[config.mk]
export PLATFORM = sky130hd
export DESIGN_NAME = arbitro_barramento
export DESIGN_NICKNAME = d
export VERILOG_FILES = /design/src/rtl/arbitro_barramento.sv
export SDC_FILE = /design/constraint.sdc
export NUM_CORES = 1
export LEC_CHECK = 0
export CAP_MARGIN = 20
export CELL_PAD_IN_SITES_DETAIL_PLACEMENT = 1
export CELL_PAD_IN_SITES_GLOBAL_PLACEMENT = 1
export CORE_MARGIN = 10
export CORE_UTILIZATION = 31
export CTS_BUF_LIST = sky130_fd_sc_hd__clkbuf_8
export CTS_CLUSTER_SIZE = 14
export DETAILED_ROUTE_END_ITERATION = 10
export GPL_TIMING_DRIVEN = 1
export PLACE_DENSITY = 0.85
export SLEW_MARGIN = 20
export SYNTH_ARGS = -nofsm -noshare
export SYNTH_HDL_FRONTEND = slang
export SYNTH_SLANG_ARGS = --single-unit
export TNS_END_PERCENT = 20
[constraint.sdc]
create_clock -name clk -period 2.4 [get_ports clk]
set_input_delay 0.48 -clock clk [delete_from_list [all_inputs] [get_ports clk]]
set_output_delay 0.48 -clock clk [all_outputs]
set_load 0.1 [all_outputs]
[src/rtl/arbitro_barramento.sv]
// Round-robin arbiter + read sequencer: grants one master, strobes the bus, waits for ack or timeout.
// Latency: grant 1 cycle after req sampled, done 2 cycles after grant on immediate ack; no backpressure, req is held until done.
module arbitro_barramento #(
    parameter int N_REQ   = 4,
    parameter int ADDR_W  = 4,
    parameter int DATA_W  = 32,
    parameter int TIMEOUT = 15
) (
    input  logic                      clk,
    input  logic                      rst,
    input  logic [N_REQ-1:0]          req,
    input  logic [N_REQ*ADDR_W-1:0]   req_adr,
    output logic [N_REQ-1:0]          gnt,
    output logic [N_REQ-1:0]          done,
    output logic                      err,
    output logic [DATA_W-1:0]         rdata,
    output logic                      bus_rd,
    output logic [ADDR_W-1:0]         bus_adr,
    input  logic [DATA_W-1:0]         bus_q,
    input  logic                      bus_ack
);
    localparam int IDX_W = $clog2(N_REQ);
    localparam int CNT_W = (TIMEOUT > 1) ? $clog2(TIMEOUT) : 1;
    localparam logic [N_REQ-1:0] ONE = 1;

    typedef enum logic [1:0] {IDLE, ADDR, WAIT, DONE} state_t;

    state_t            state;
    logic [IDX_W-1:0]  ptr;
    logic [IDX_W-1:0]  idx;
    logic [CNT_W-1:0]  cnt;

    logic [ADDR_W-1:0] adr_arr [N_REQ];
    logic              pick_vld;
    logic [IDX_W-1:0]  pick_idx;
    logic [IDX_W:0]    sum;
    logic [IDX_W-1:0]  cand;

    for (genvar i = 0; i < N_REQ; i++) begin : g_adr
        assign adr_arr[i] = req_adr[i*ADDR_W +: ADDR_W];
    end

    // Scan from the highest offset down so the candidate nearest ptr is the one kept.
    always_comb begin
        pick_vld = 1'b0;
        pick_idx = '0;
        sum      = '0;
        cand     = '0;
        for (int k = N_REQ - 1; k >= 0; k--) begin
            sum = {1'b0, ptr} + (IDX_W+1)'(k);
            if (sum >= (IDX_W+1)'(N_REQ)) begin
                sum = sum - (IDX_W+1)'(N_REQ);
            end
            cand = sum[IDX_W-1:0];
            if (req[cand]) begin
                pick_vld = 1'b1;
                pick_idx = cand;
            end
        end
    end

    always_ff @(posedge clk) begin
        if (rst) begin
            state   <= IDLE;
            gnt     <= '0;
            done    <= '0;
            err     <= 1'b0;
            rdata   <= '0;
            bus_rd  <= 1'b0;
            bus_adr <= '0;
            ptr     <= '0;
            idx     <= '0;
            cnt     <= '0;
        end else begin
            case (state)
                IDLE: begin
                    if (pick_vld) begin
                        idx     <= pick_idx;
                        gnt     <= ONE << pick_idx;
                        bus_rd  <= 1'b1;
                        bus_adr <= adr_arr[pick_idx];
                        state   <= ADDR;
                    end
                end
                ADDR: begin
                    cnt   <= '0;
                    state <= WAIT;
                end
                WAIT: begin
                    // An ack arriving on the final allowed cycle still counts as success.
                    if (bus_ack) begin
                        rdata <= bus_q;
                        done  <= ONE << idx;
                        err   <= 1'b0;
                        state <= DONE;
                    end else if (cnt == CNT_W'(TIMEOUT - 1)) begin
                        done  <= ONE << idx;
                        err   <= 1'b1;
                        state <= DONE;
                    end else begin
                        cnt <= cnt + 1'b1;
                    end
                end
                DONE: begin
                    done   <= '0;
                    err    <= 1'b0;
                    gnt    <= '0;
                    bus_rd <= 1'b0;
                    ptr    <= (idx == IDX_W'(N_REQ - 1)) ? '0 : idx + 1'b1;
                    state  <= IDLE;
                end
                default: state <= IDLE;
            endcase
        end
    end
endmodule

==> flow_summary.toml <==
[logic_synthesis]
yosys-top-cells-count = "74 x nand2_1, 56 x dfxtp_1, 45 x a21oi_1"
syn_nets = 362
synth_edf_count = 0
ys_seq_area_share_pct = 46.0
synthCells = 296
ys_types = 42
yosysTopAreaCell = "dfxtp_1"
yosysMostFrequentCell = "nand2_1"
synthFlopType = "dfxtp_1"
synth_top_area_share_pct = 46.0
ys_ff_latch = 56
synthTopCellsByArea = "dfxtp_1 46%, nand2_1 11%, a21oi_1 9.2%"
syn-cell-area_um2 = 2440
avgSynthCellArea_um2 = 8.23
synthArstFlopShare_pct = 0
ys_warn_count = 0

[grt]
grt_max_degree = 33
grt_pass1_vias = 2472
antenna_found_initial = 0
grt_pass1_wl_um = 12400
track_usage_pct = 12.7
overflow = 0

[final_layout]
fin_area_um2 = 3540
areaGrowthSynthToFinish_pct = 45.1
finalNetCount = 458
antenna_cells = 0
fin_util_pct = 46.0
fill_cells = 915
drive_gt1_share_pct = 19.3

[setup_path]
path_buf_inv = 1
path_depth = 6
worstPathRequired_ns = 2.62
cp_max_fo = 10
setup.worst_path.start_class = "input pin"
rr_endpoint = "done[0]"
path_delay_family = "compound AO/OA/AOI/OAI gates"
reg2regPathDepth = 6
arrival_ns = 2.25
cp-end-kind = "flip-flop"
r2r_slack_ns = 0.57
path_cells = "clkdlybuf4s50_1, a21boi_1, o32a_1, nand2_2, a2111o_1, o211a_1"
cp_slowest_cell = "clkdlybuf4s50_1"
max_stage_delay_ns = 0.56
regToRegStartpoint = "state[0]"
cp-startpoint = "req[1]"
crit_type = "in2reg"

[hold_path]
min_to = "rdata[24]"
hold_path.class = "reg2reg"
holdPathStages = 2
hold_start = "rdata[24]"

[timing]
setup_ws_ns = 0.371
max_clock_freq_ghz = 0.493
hold_viol_final = 0
max_slew_margin_pct = 57.8
min_period_over_period_pct = 84.5
worst_pin_slew_ns = 0.632
slew_violations = 0
min_period_ns = 2.03
tns_ns = 0
setup_viol = 0
clock-skew-final_ns = 0.00763
rsz0062_at_grt = "no"

[clock_network]
cts_buffer_depth = 2
cts_hold_buf = 0
cts_made_buffers = 5
cts_tree = "yes"
insertion_delay_ns = 0.32
cts-root-buf = "clkbuf_8"
path_clk_slew_ns = 0.11
cts.sinks = 56
cts_max_level = 2
cts_resized = 0
cts_setup_buffers = 0

[place]
dp_hpwl_um = 6050
dp_slack_ns = 0.0240
io_buffers = 100
place_area_um2 = 3440
place.gp.congestion = 0.718

[die]
dieArea_um2 = 11800
die_w_um = 109
design.core.area_um2 = 7690
die_y_um = 109
start_util_pct = 31.7
pin_count = 101
rows = 32

[drt]
vias_per_cell = 4.79
met1Wirelength_um = 3330
drt_iter0_markers = 53
vias = 2369
wirelength_um = 7790
ant_nets = 0
met2_length_um = 3700
wl_met3_um = 710
drc = 0
top_layer = "met4"
drtPass1Iterations = 4
avgRoutedWirePerCell_um = 15.7

[power]
p_per_area_nw_per_um2 = 1000
leakage_nw = 1.44
ir_drop_mv = 0.585
fin_total_pwr_mw = 3.55

[flow_run]
maxCapViolCount = 0

[run_status]
outcome = "completed"
-- report_power, final --
group,switching (mW),internal (mW)
clock,0.337,0.215
sequential,0.0980,1.08
combinational,1.34,0.477
total,1.78,1.77
-- worst register-to-register path, delay by kind of cell (launching register included) --
family | cells | cell delay (ns)
compound gates | 1 | 0.11
flops | 1 | 0.41
simple gates | 3 | 0.81
fa+ha+maj | 1 | 0.34
buf+inv | 1 | 0.10
-- cells in the final DEF (no fill, tap or decap), drive strengths merged, types with 3 or more instances in the layout --
cell and n:
a21oi 45, nor2 25, nand2 76, clkdlybuf4s50 53, dfxtp 56, inv 9, ha 11, buf 54
a2111o 4, a22oi 3, mux2i 3, o211a 4, mux2 5, nor2b 3, and3 4, clkbuf 5
-- per-stage QoR --
step / std cells / hold WS (ns)
4_1_cts: 495 / 0.466
2_1_floorplan: 296 / 0.469
3_5_place_dp: 487 / 0.451
3_3_place_gp: 487 / 0.442
5_1_grt: 495 / 0.486
6_report: 495 / 0.463
-- flip-flops by register name, summed over array words and instances, names as in the netlist --
name     flops
rdata       32
bus_adr      4
cnt          4
done         4
gnt          4
idx          2
ptr          2
state        2
bus_rd       1
err          1
-- metal layers --
| layer | GRT usage, % | up-vias |
|---|---|---|
| met5 | 0 | - |
| met4 | 2.73 | 0 |
| met3 | 5.66 | 7 |
| met2 | 21.8 | 69 |
| met1 | 14.3 | 1107 |
| li1 | - | 1186 |
-- layout make-up --
class	instances	area, µm²	share of cell area [%]
multi-input combinational	214	1220	34.4
sequential	56	1120	31.7
timing repair buffer	107	946	26.7
tap	102	128	3.61
clock buffer	5	68.8	1.95
inverter	8	30.0	0.849
clock inverter	3	27.5	0.778
-- kinds of logic (layout without fill, tap and decap cells) --
kind of cell | count (synthesis) | count (layout) | share of synthesized area (%)
AO/OA/AOI/OAI | 69 | 69 | 17.7
XOR/XNOR | 2 | 2 | 0.719
AND/OR/NAND/NOR | 124 | 124 | 22.3
multiplexers | 8 | 8 | 3.54
flip-flops | 56 | 56 | 46.0
adder cells (fa/ha/maj) | 11 | 11 | 5.65
buffers and inverters | 26 | 123 | 4.11
-- worst max-delay path by stage --
stage	endpoint	slack, ns
3_3_place_gp	bus_adr[1]	0.09
3_5_place_dp	bus_adr[0]	0.02
2_1_floorplan	bus_adr[0]	0.73
5_1_grt	bus_adr[0]	0.25
6_report	bus_adr[0]	0.37
4_1_cts	bus_adr[0]	0.38
No activity file was read; power rests on OpenSTA's default activity.
